==> src/rtl/mcu_controller.sv <==
// mcu_controller: control unit for a small PIC-style 8-bit microcontroller.
//
// Each instruction takes three cycles: FETCH, DECODE, EXEC. The program ROM
// registers its address, so data for rom_addr shows up on rom_q one cycle later.
// The word is latched into IR at the DECODE edge, and PC is incremented on that
// same edge. The ALU op and mux select are decoded combinationally from IR. The
// write enables are registered: they are computed from rom_q at the DECODE
// edge, so they are high only for the EXEC cycle. SLEEP parks the FSM in HALT
// until reset.
//
// Ports:
//   clk      in   1  clock; all state changes on its rising edge
//   reset    in   1  asynchronous, active-high reset
//   rom_addr out  8  program ROM address (= PC)
//   rom_q    in  14  ROM data, valid one cycle after rom_addr
//   op       out  4  ALU operation (0 add,1 sub,2 and,3 or,4 xor,5 pass,
//                    6 inc,7 dec,8 zero,9 not)
//   sel_lit  out  1  ALU operand mux: 1 = literal, 0 = RAM data
//   literal  out  8  IR[7:0]
//   ram_addr out  7  IR[6:0]
//   load_w   out  1  write alu_q into W (EXEC only)
//   ram_we   out  1  write alu_q into RAM at ram_addr (EXEC only)
//   halted   out  1  high while in HALT
module mcu_controller (
  input  logic        clk,
  input  logic        reset,
  output logic [7:0]  rom_addr,
  input  logic [13:0] rom_q,
  output logic [3:0]  op,
  output logic        sel_lit,
  output logic [7:0]  literal,
  output logic [6:0]  ram_addr,
  output logic        load_w,
  output logic        ram_we,
  output logic        halted
);

  localparam logic [3:0] OpAdd  = 4'd0;
  localparam logic [3:0] OpSub  = 4'd1;
  localparam logic [3:0] OpAnd  = 4'd2;
  localparam logic [3:0] OpOr   = 4'd3;
  localparam logic [3:0] OpXor  = 4'd4;
  localparam logic [3:0] OpPass = 4'd5;
  localparam logic [3:0] OpInc  = 4'd6;
  localparam logic [3:0] OpDec  = 4'd7;
  localparam logic [3:0] OpZero = 4'd8;
  localparam logic [3:0] OpNot  = 4'd9;

  localparam logic [13:0] SleepWord = 14'h0063;

  typedef enum logic [1:0] {
    StFetch  = 2'd0,
    StDecode = 2'd1,
    StExec   = 2'd2,
    StHalt   = 2'd3
  } state_e;

  state_e      state;
  logic [7:0]  pc;
  logic [13:0] ir;

  // The decoders look only at IR[13:7]: the class in [13:12], the sub-opcode
  // in [11:8], and the destination bit d in [7].

  // Returns {sel_lit, op}. Any encoding not listed decodes to {0, add}.
  function automatic logic [4:0] dec_alu(input logic [6:0] hi);
    logic [4:0] r;
    r = {1'b0, OpAdd};
    if (hi[6:5] == 2'b11) begin
      case (hi[4:1])
        4'h0:    r = {1'b1, OpPass};  // MOVLW
        4'h8:    r = {1'b1, OpOr};    // IORLW
        4'h9:    r = {1'b1, OpAnd};   // ANDLW
        4'hA:    r = {1'b1, OpXor};   // XORLW
        4'hC:    r = {1'b1, OpSub};   // SUBLW
        4'hE:    r = {1'b1, OpAdd};   // ADDLW
        default: r = {1'b0, OpAdd};
      endcase
    end else if (hi[6:5] == 2'b00) begin
      case (hi[4:1])
        4'h1:    r = hi[0] ? {1'b0, OpZero} : {1'b0, OpAdd};  // CLRF needs d=1
        4'h2:    r = {1'b0, OpSub};   // SUBWF
        4'h3:    r = {1'b0, OpDec};   // DECF
        4'h7:    r = {1'b0, OpAdd};   // ADDWF
        4'h8:    r = {1'b0, OpPass};  // MOVF
        4'h9:    r = {1'b0, OpNot};   // COMF
        4'hA:    r = {1'b0, OpInc};   // INCF
        default: r = {1'b0, OpAdd};
      endcase
    end
    return r;
  endfunction

  // Returns {ram_we, load_w} for the instruction; GOTO, SLEEP and NOP give 0.
  function automatic logic [1:0] dec_writes(input logic [6:0] hi);
    logic [1:0] r;
    r = 2'b00;
    if (hi[6:5] == 2'b11) begin
      case (hi[4:1])
        4'h0, 4'h8, 4'h9, 4'hA, 4'hC, 4'hE: r = 2'b01;
        default:                            r = 2'b00;
      endcase
    end else if (hi[6:5] == 2'b00) begin
      case (hi[4:1])
        4'h1:                               r = hi[0] ? 2'b10 : 2'b00;
        4'h2, 4'h3, 4'h7, 4'h8, 4'h9, 4'hA: r = {hi[0], ~hi[0]};
        default:                            r = 2'b00;
      endcase
    end
    return r;
  endfunction

  logic [4:0] alu_dec;
  logic [1:0] wr_next;
  logic       is_goto;
  logic       is_sleep;

  always_comb begin
    alu_dec  = dec_alu(ir[13:7]);
    wr_next  = dec_writes(rom_q[13:7]);
    is_goto  = (ir[13:11] == 3'b101);
    is_sleep = (ir == SleepWord);
  end

  assign rom_addr = pc;
  assign sel_lit  = alu_dec[4];
  assign op       = alu_dec[3:0];
  assign literal  = ir[7:0];
  assign ram_addr = ir[6:0];

  always_ff @(posedge clk or posedge reset) begin
    if (reset) begin
      state  <= StFetch;
      pc     <= 8'd0;
      ir     <= 14'd0;
      load_w <= 1'b0;
      ram_we <= 1'b0;
      halted <= 1'b0;
    end else begin
      case (state)
        StFetch: begin
          // The ROM samples rom_addr on this edge.
          load_w <= 1'b0;
          ram_we <= 1'b0;
          state  <= StDecode;
        end
        StDecode: begin
          ir     <= rom_q;
          pc     <= pc + 8'd1;  // wraps 255 -> 0
          // Decoded from the incoming word so the enables line up with EXEC.
          load_w <= wr_next[0];
          ram_we <= wr_next[1];
          state  <= StExec;
        end
        StExec: begin
          load_w <= 1'b0;
          ram_we <= 1'b0;
          if (is_goto) begin
            pc <= ir[7:0];
          end
          if (is_sleep) begin
            halted <= 1'b1;
            state  <= StHalt;
          end else begin
            state <= StFetch;
          end
        end
        StHalt: begin
          load_w <= 1'b0;
          ram_we <= 1'b0;
          halted <= 1'b1;
        end
        default: begin
          load_w <= 1'b0;
          ram_we <= 1'b0;
          state  <= StFetch;
        end
      endcase
    end
  end

endmodule

==> config.mk <==
export PLATFORM = sky130hd
export DESIGN_NAME = mcu_controller
export DESIGN_NICKNAME = d
export VERILOG_FILES = /design/src/rtl/mcu_controller.sv
export SDC_FILE = /design/constraint.sdc
export NUM_CORES = 1
export LEC_CHECK = 0
export CAP_MARGIN = 20
export CORE_MARGIN = 5
export CORE_UTILIZATION = 48
export DETAILED_ROUTE_END_ITERATION = 10
export GPL_TIMING_DRIVEN = 1
export HOLD_SLACK_MARGIN = 0.05
export PLACE_DENSITY_LB_ADDON = 0.15
export SETUP_SLACK_MARGIN = 0.05
export SLEW_MARGIN = 20
export SYNTH_ARGS = -nofsm -noshare
export SYNTH_HDL_FRONTEND = slang
export SYNTH_SLANG_ARGS = --single-unit
export TNS_END_PERCENT = 100
==> constraint.sdc <==
create_clock -name clk -period 1.7 [get_ports clk]
set_input_delay 0.34 -clock clk [delete_from_list [all_inputs] [get_ports clk]]
set_output_delay 0.34 -clock clk [all_outputs]
set_load 0.03 [all_outputs]
==> results.py, run 1 <==
metrics = {
    "routing": {
        "drcViolationCount": 0,
        "wire_per_inst_um": 16.1,
        "wl_mm": 4.21,
        "drt_iter0_drc": 86,
        "viasPerCell": 5.53,
        "drtPass1Iterations": 4,
        "vias": 1444,
        "detail-route-antenna-nets": 0,
    },
    "synthesis": {
        "synth-seq-cells": 27,
        "synth_top_area_share_pct": 39.8,
        "synthAdderAreaFrac_pct": 4.28,
        "synth_mux_area_share_pct": 15.1,
        "ys_top_cells_by_area": "dfrtp_1 (40%), mux2_2 (8.6%), buf_4 (6.6%)",
        "synth_edf_count": 0,
        "yosysSeqAreaShare_pct": 39.8,
        "synth-async-reset-ratio_pct": 100,
        "yosysTopAreaCell": "dfrtp_1",
        "synth_flop_cell": "dfrtp_1",
        "syn_inst": 165,
        "synth_xor_xnor_area_share_pct": 2.58,
        "syn_area_um2": 1700,
        "yosysUniqueCellTypes": 40,
        "synth-simple-area-share_pct": 16.1,
        "syn_nets": 186,
        "avgSynthCellArea_um2": 10.3,
        "synth_top_family_by_area": "simple AND/OR/NAND/NOR gates",
        "synth_compound_area_share_pct": 11.1,
        "yosys_warnings": 0,
    },
    "place": {
        "dpl.hpwl_mm": 2.92,
        "io_buffer_count": 46,
        "gp_congestion": 0.910,
    },
    "cells_and_area": {
        "drive_above_1_share_pct": 34.0,
        "register_area_um2": 683,
        "final_cell_mix": "dlygate4sd2_1 (25), buf_4 (22), dfrtp_1 (21), clkdlybuf4s50_1 (15), mux2_2 (13)",
        "layout_commonest_cell": "dlygate4sd2_1",
        "nets": 237,
        "antenna_cells": 0,
        "multi_input_area_um2": 965,
        "postLayoutCoreUtil_pct": 70.9,
        "fillCellCount": 256,
        "area_growth_pct": 41.7,
    },
    "power": {
        "total_power_w": 0.00496,
        "ir_worst_vdd_mv": 1.08,
        "cellLeakagePower_nw": 1.07,
        "powerDensity_nw_per_um2": 2060,
    },
    "clocking": {
        "numCtsBuffers": 3,
        "clkSinkCount": 27,
        "cts_root_buffer": "clkbuf_4",
        "htree_levels": 1,
        "cts_tree": "built",
        "clk_path_buf_depth": 2,
        "ctsHoldBuffers": 0,
        "path_clk_slew_ps": 160,
        "clk_latency_ps": 330,
    },
    "global_routing": {
        "grt_max_degree": 28,
        "antenna_found_initial": 0,
        "grt-ovfl-total": 0,
        "grt_pass1_vias": 1450,
        "grt_pass1_wl_mm": 6.90,
        "track_usage_pct": 17.1,
    },
    "sta": {
        "hold_slack_ps": 353,
        "worst_slack_ps": -240,
        "fmax_mhz": 516,
        "slew_headroom_pct": 76.3,
        "hold_viol": 0,
        "drv_slew": 0,
        "rsz0062_at_grt": "true",
        "finalCritPeriodShare_pct": 114,
        "finalSetupViolCount": 5,
        "min_period_ps": 1940,
        "skew_ps": 12.7,
        "worst_pin_slew_ps": 356,
    },
    "floorplanning": {
        "num_rows": 21,
        "ios": 47,
        "start_util_pct": 50.1,
        "die_y_um": 69.5,
        "core-area_um2": 3390,
        "die_w_um": 69.5,
        "die_area_um2": 4820,
    },
    "worst_setup_path": {
        "cp_data_required_time_ps": 1360,
        "path_class": "reg -> out",
        "crit_path_end_kind": "output port",
        "startpoint_type": "register",
        "crit_arrival_ps": 1600,
        "worst-path-max-fanout": 7,
    },
    "worst_hold_path": {
        "min_path_type": "in -> async",
    },
    "outcome": {
        "failed_checks": "setup timing",
        "status": "finished with violations",
    },
    "flow_run": {
        "cap_violations": 0,
    },
}
## flip-flops by register name, summed over array words and instances, names as in the netlist
register,count
ram_we,1
load_w,1
rom_addr,8
state,2
halted,1
ir,14
## layout make-up
type	instances	share of cell area, %
Clock inverter	1	0.312
Tap cell	46	2.39
Timing Repair Buffer	72	26.9
Multi-Input combinational cell	106	40.1
Inverter	6	0.937
Clock buffer	3	0.937
Sequential cell	27	28.4
## kinds of logic (layout without fill, tap and decap cells)
family | after synthesis | count (layout)
flip-flops | 27 | 27
XOR/XNOR | 5 | 5
AO/OA/AOI/OAI | 26 | 26
buffers and inverters | 32 | 82
AND/OR/NAND/NOR | 45 | 45
adder cells (fa/ha/maj) | 6 | 6
multiplexers | 24 | 24
## report_power, final
part           total [W]  switching, W  internal (W)
clock network   0.000291      0.000201     0.0000898
logic            0.00330       0.00180       0.00150
registers        0.00137      0.000422      0.000953
## per-layer routing
| metal | wire, µm | track usage (%) | up-vias |
|---|---|---|---|
| met2 | 2240 | 31.3 | 31 |
| li1 | - | - | 689 |
| met5 | 0 | 0 | - |
| met3 | 137 | 2.32 | 4 |
| met4 | 38 | 4.56 | 0 |
| met1 | 1790 | 21.0 | 720 |
## synth_stat cells, drive strengths merged, types with 2 or more instances
master  instances
nor2b           3
nor3            3
a22o            2
o21ai           3
xor2            5
a21oi           7
dfrtp          27
nor4b           2
buf            23
nand4           5
and4b           2
nor4bb          2
nand4b          2
inv             6
mux2           13
clkbuf          3
or4             3
mux2i          11
ha              5
nand2          10
o211ai          5
nor2            7
## critical path: stages (launching register included)
cell and delay, ps:
dfrtp_2 500, buf_6 170, xor2_2 180, nand3_2 120, a21oi_2 170, buf_6 140
## timing repair
item	in CTS	in global routing
pin swaps	4	7
gates resized for setup	47	15
buffers inserted	4	5
setup endpoints to repair	32	13
## worst paths after layout
kind                          start          end  slack, ps  cells past startpoint
hold reg to reg              halted       halted        500                      2
min in group clk             halted       halted        500                      2
max in group asynchronous     reset       ir[12]       1060                      3
hold / removal                reset  rom_addr[6]        350                      3
setup reg to reg           state[1]  rom_addr[6]        100                      5
setup / recovery             ir[11]        op[1]       -240                      5
## through the flow
step | cell area [µm²] | worst slack [ps] | cells | setup TNS, ps
floorplan | 1720 | 85.7 | 165 | 0
global placement | 2190 | 110 | 248 | 0
detailed placement | 2190 | 15.9 | 248 | 0
CTS | 2300 | -258 | 256 | -758
global route | 2400 | -327 | 261 | -1300
finish | 2400 | -240 | 261 | -892
Note: power is estimated with default switching activity, not from simulation.
==> run 2: changes to the inputs <==
Settings changed: CORE_MARGIN 5 to 2, GPL_ROUTABILITY_DRIVEN from default to 0.
==> run 2 against run 1 <==
  * The flow still finishes with violations (setup timing)
  * Via count is 3.3% higher
  * Sequential cell count stayed put
  * Design area is 0.47% higher
  * Utilization is 0.89 points higher
  * Setup slack worse by 80 ps
  * Clock power is 4% higher
  * Maximum frequency is 3.9% lower
  * Sequential share of layout area is 0.29 points lower
  * Count of clock-buffer cells in the layout stayed put
==> results.py, run 2 (synthesized netlist as in run 1, its figures left out) <==
metrics = {
    "worst_setup_path": {
        "reg2regPathDepth": 5,
        "r2r-start": "ir[9]",
        "slowest_delay_ps": 510,
        "path_delay_family": "flip-flops",
        "worst-path-max-fanout": 6,
        "slowest_stage": "dfrtp_2",
        "r2r_end": "state[1]",
        "path_class": "reg -> out",
        "crit_path_end_kind": "output port",
        "crit_arrival_ps": 1680,
        "crit_chain": "nor4bb_4, a21oi_2, o32ai_4, buf_6",
        "startpoint_type": "register",
        "reg2reg_slack_ps": 130,
        "cp_data_required_time_ps": 1360,
        "path_buf_inv": 1,
    },
    "routing": {
        "viasPerCell": 5.58,
        "wl_mm": 4.31,
        "drcViolationCount": 0,
        "vias": 1491,
        "drt_iter0_drc": 66,
        "drtPass1Iterations": 4,
        "wire_per_inst_um": 16.1,
        "detail-route-antenna-nets": 0,
    },
    "floorplanning": {
        "die_w_um": 63.5,
        "num_rows": 21,
        "start_util_pct": 50.4,
        "core-area_um2": 3360,
        "die_y_um": 63.5,
        "die_area_um2": 4030,
        "ios": 47,
    },
    "outcome": {
        "failed_checks": "setup timing",
        "status": "finished with violations",
    },
    "global_routing": {
        "antenna_found_initial": 0,
        "track_usage_pct": 21.4,
        "grt_pass1_vias": 1438,
        "grt_max_degree": 28,
        "grt-ovfl-total": 0,
        "grt_pass1_wl_mm": 6.84,
    },
    "sta": {
        "rsz0062_at_grt": "true",
        "min_period_ps": 2020,
        "skew_ps": 9.53,
        "drv_slew": 0,
        "hold_viol": 0,
        "fmax_mhz": 495,
        "hold_slack_ps": 328,
        "finalCritPeriodShare_pct": 119,
        "finalSetupViolCount": 5,
        "final.setup.tns_ps": -969,
        "worst_slack_ps": -319,
        "slew_headroom_pct": 76.9,
        "worst_pin_slew_ps": 346,
    },
    "clocking": {
        "path_clk_slew_ps": 160,
        "ctsHoldBuffers": 0,
        "numCtsBuffers": 3,
        "clkSinkCount": 27,
        "cts_tree": "built",
        "clk_path_buf_depth": 2,
        "htree_levels": 1,
        "cts_root_buffer": "clkbuf_4",
        "clk_latency_ps": 340,
    },
    "place": {
        "dpl.hpwl_mm": 2.80,
        "io_buffer_count": 46,
        "dp_slack_ps": 68.1,
    },
    "power": {
        "total_power_w": 0.00501,
        "ir_worst_vdd_mv": 1.11,
        "pwr-share-seq_pct": 27.0,
        "switching_share_pct": 48.8,
        "cellLeakagePower_nw": 1.10,
        "powerDensity_nw_per_um2": 2080,
        "p_int_w": 0.00257,
        "p_sw_w": 0.00244,
        "p_comb_share_pct": 67.0,
        "clkPwrFrac_pct": 6.0,
    },
    "cells_and_area": {
        "nets": 243,
        "antenna_cells": 0,
        "largest_register_ffs": 14,
        "drive_above_1_share_pct": 33.0,
        "largest-register": "ir",
        "final_cell_mix": "buf_4 (27), dlygate4sd2_1 (25), dfrtp_1 (24), clkdlybuf4s50_1 (15), mux2_2 (13)",
        "area_growth_pct": 42.3,
        "layout_commonest_cell": "buf_4",
    },
    "flow_run": {
        "cap_violations": 0,
    },
    "worst_hold_path": {
        "min_path_type": "in -> async",
    },
}
## run 2: cell types whose count changed in the layout (fill, tap and decap cells not counted), sizes merged
cell,change
clkbuf,+1
clkinv,+1
buf,+5
clkinvlp,-1
## run 2: per-stage QoR
step                      util, %  cell area [µm²]  cells
after floorplan                 -             1720    165
final                        71.8             2410    267
after CTS                    67.0             2250    256
after global routing         71.8             2410    267
after global placement       65.1             2190    248
after detailed placement     65.1             2190    248
## run 2: routing by layer
| layer | vias up | wire [µm] | track usage, % |
|---|---|---|---|
| li1 | 699 | - | - |
| met4 | 0 | 53 | 7.61 |
| met2 | 42 | 2240 | 38.6 |
| met3 | 7 | 190 | 2.32 |
| met5 | - | 0 | 0 |
| met1 | 743 | 1820 | 26.4 |
## run 2: area by class of cell
type                    count  area (µm²)
fillers                   273         948
multi-input cells         106         946
repair buffers             78         682
flip-flops and latches     27         679
well taps                  46        57.6
clock buffers               3        22.5
inverters                   6        22.5
clock inverters             1        5.00
## run 2: worst max-delay path by stage
stage	depth (start not counted)	slack [ps]	startpoint	endpoint
5_1_grt	4	-360	ir[11]	op[2]
4_1_cts	4	-200	ir[11]	op[2]
3_5_place_dp	4	70	rom_q[10]	load_w
3_3_place_gp	5	90	state[0]	state[1]
6_report	4	-320	ir[11]	op[2]
2_1_floorplan	4	90	ir[10]	sel_lit
## run 2: power by group through the flow
stage                     sequential (W)  combinational [W]  clock [W]
final                            0.00135            0.00336   0.000303
after floorplan                  0.00139            0.00206          0
after global routing             0.00141            0.00359   0.000329
after CTS                        0.00131            0.00298   0.000296
after global placement           0.00131            0.00295          0
after detailed placement         0.00135            0.00301          0
## run 2: worst register-to-register path, delay by kind of cell, from the launching register on
| family | cells | cell delay [ps] |
|---|---|---|
| flip-flops | 1 | 470 |
| buffers and inverters | 2 | 300 |
| AO/OA/AOI/OAI | 1 | 270 |
| AND/OR/NAND/NOR | 2 | 460 |
## run 2: timing repair
action	CTS	global route
setup buffers	4	11
setup endpoints to repair	32	14
pin swaps	2	4
gates resized for setup	40	16
==> run 3: changes to the inputs <==
Settings changed: CORE_MARGIN 2 to 5, MAX_ROUTING_LAYER from default to met4.
==> run 3 against run 2 <==
  * The flow still finishes with violations (setup timing)
  * Sequential share of layout area grew 0.29 points
  * Sequential power is essentially flat
  * Combinational power decreased by 2%
  * Register-to-register slack lost 30 ps
  * Cell count fell by 2.2%
  * Non-clock buffer count shrank 6
  * Via count down 3.8%
  * First-iteration DRC count is 39% higher
  * Worst hold slack improved by 24 ps
  * Die area increased by 20%
  * Clock skew up 3.1 ps
==> results.py, run 3 (synthesized netlist as in run 1, its figures left out) <==
metrics = {
    "worst_setup_path": {
        "crit_path_start": "ir[11]",
        "reg2regPathDepth": 5,
        "crit_arrival_ps": 1600,
        "reg2reg_slack_ps": 100,
        "worst-path-max-fanout": 7,
        "worst_path_most_repeated_cell": "buf_6",
        "r2r_end": "rom_addr[6]",
        "r2r-start": "state[1]",
        "startpoint_type": "register",
        "critPathCapture": "op[1]",
        "cp_data_required_time_ps": 1360,
        "crit_path_end_kind": "output port",
        "path_delay_family": "flip-flops",
        "slowest_delay_ps": 500,
        "path_class": "reg -> out",
        "slowest_stage": "dfrtp_2",
        "crit_chain": "buf_6, xor2_2, nand3_2, a21oi_2, buf_6",
        "crit_cells": 5,
        "path_buf_inv": 2,
    },
    "sta": {
        "hold_viol": 0,
        "drv_slew": 0,
        "worst_pin_slew_ps": 355,
        "rsz0062_at_grt": "true",
        "final.setup.tns_ps": -897,
        "worst_slack_ps": -242,
        "fmax_mhz": 515,
        "slew_headroom_pct": 76.4,
        "min_period_ps": 1940,
        "skew_ps": 12.6,
        "finalCritPeriodShare_pct": 114,
        "finalSetupViolCount": 5,
    },
    "worst_hold_path": {
        "min_path_type": "in -> async",
    },
    "clocking": {
        "clk_path_buf_depth": 2,
        "cts_tree": "built",
        "numCtsBuffers": 3,
        "clk_latency_ps": 330,
        "cts_root_buffer": "clkbuf_4",
        "ctsHoldBuffers": 0,
        "clkSinkCount": 27,
        "htree_levels": 1,
        "path_clk_slew_ps": 160,
    },
    "floorplanning": {
        "die_area_um2": 4820,
        "num_rows": 21,
        "ios": 47,
        "die_y_um": 69.5,
        "die_w_um": 69.5,
        "core-area_um2": 3390,
        "start_util_pct": 50.1,
    },
    "routing": {
        "drt_iter0_drc": 92,
        "wire_per_inst_um": 16.0,
        "drtPass1Iterations": 4,
        "wl_mm": 4.19,
        "viasPerCell": 5.50,
        "detail-route-antenna-nets": 0,
        "drcViolationCount": 0,
        "vias": 1435,
    },
    "cells_and_area": {
        "layout_commonest_cell": "dlygate4sd2_1",
        "postLayoutCoreUtil_pct": 70.9,
        "multi_input_area_um2": 965,
        "largest_register_ffs": 14,
        "antenna_cells": 0,
        "final_cell_mix": "dlygate4sd2_1 (25), buf_4 (22), dfrtp_1 (21), clkdlybuf4s50_1 (15), mux2_2 (13)",
        "area_growth_pct": 41.7,
        "largest-register": "ir",
        "fillCellCount": 256,
        "nets": 237,
        "register_area_um2": 683,
        "drive_above_1_share_pct": 34.0,
    },
    "global_routing": {
        "grt_max_degree": 28,
        "grt_pass1_vias": 1440,
        "grt-ovfl-total": 0,
        "grt_pass1_wl_mm": 6.91,
        "track_usage_pct": 17.7,
        "antenna_found_initial": 0,
    },
    "power": {
        "total_power_w": 0.00496,
        "powerDensity_nw_per_um2": 2060,
        "cellLeakagePower_nw": 1.07,
        "ir_worst_vdd_mv": 1.07,
    },
    "place": {
        "dpl.hpwl_mm": 2.92,
        "io_buffer_count": 46,
    },
    "flow_run": {
        "cap_violations": 0,
    },
    "outcome": {
        "status": "finished with violations",
        "failed_checks": "setup timing",
    },
}
[run 3: power breakdown]
group          leakage (nW)  internal, W  total (W)  switching (W)
Combinational         0.737      0.00150    0.00330        0.00180
Sequential            0.316     0.000953    0.00137       0.000422
Clock                0.0139    0.0000898   0.000292       0.000202
[run 3: how the worst min path moves through the flow]
stage | from | end | depth (start not counted)
4_1_cts | reset | rom_addr[0] | 3
3_5_place_dp | halted | halted | 2
6_report | reset | rom_addr[6] | 3
3_3_place_gp | halted | halted | 2
5_1_grt | reset | rom_addr[7] | 3
2_1_floorplan | reset | halted | 1
[run 3: repair_timing]
action / in CTS / in global routing
gates resized for setup: 47 / 15
endpoints found under the setup margin: 32 / 13
setup buffers: 4 / 5
pin swaps: 4 / 7
cloned: 0 / 0
hold endpoints to repair: 0 / 0
[run 3: final cells by class]
class	count	share of cell area, %
Sequential cell	27	28.4
Tap cell	46	2.39
Clock inverter	1	0.312
Timing Repair Buffer	72	26.9
Multi-Input combinational cell	106	40.1
Clock buffer	3	0.937
Inverter	6	0.937
[run 3: through the flow]
step / worst slack, ps / hold slack (ps) / instance area [µm²] / cells
finish: -242 / 352 / 2400 / 261
global route: -327 / 362 / 2400 / 261
CTS: -258 / 349 / 2300 / 256
detailed placement: 15.9 / 473 / 2190 / 248
global placement: 110 / 457 / 2190 / 248
floorplan: 85.7 / 393 / 1720 / 165
[run 3: worst reg2reg max path, delay by kind of cell, from the launching register on]
kind,cells,cell delay (ps)
buf+inv,1,100
flops,1,480
compound gates,1,110
simple gates,2,610
fa+ha+maj,1,230
[run 3: per-layer routing]
layer	share of wire (%)	track usage, %	vias to the layer above
met5	0	-	-
met4	0.65	4.56	0
met3	3.1	2.17	2
met2	53	31.1	32
met1	43	21.2	713
li1	-	-	688
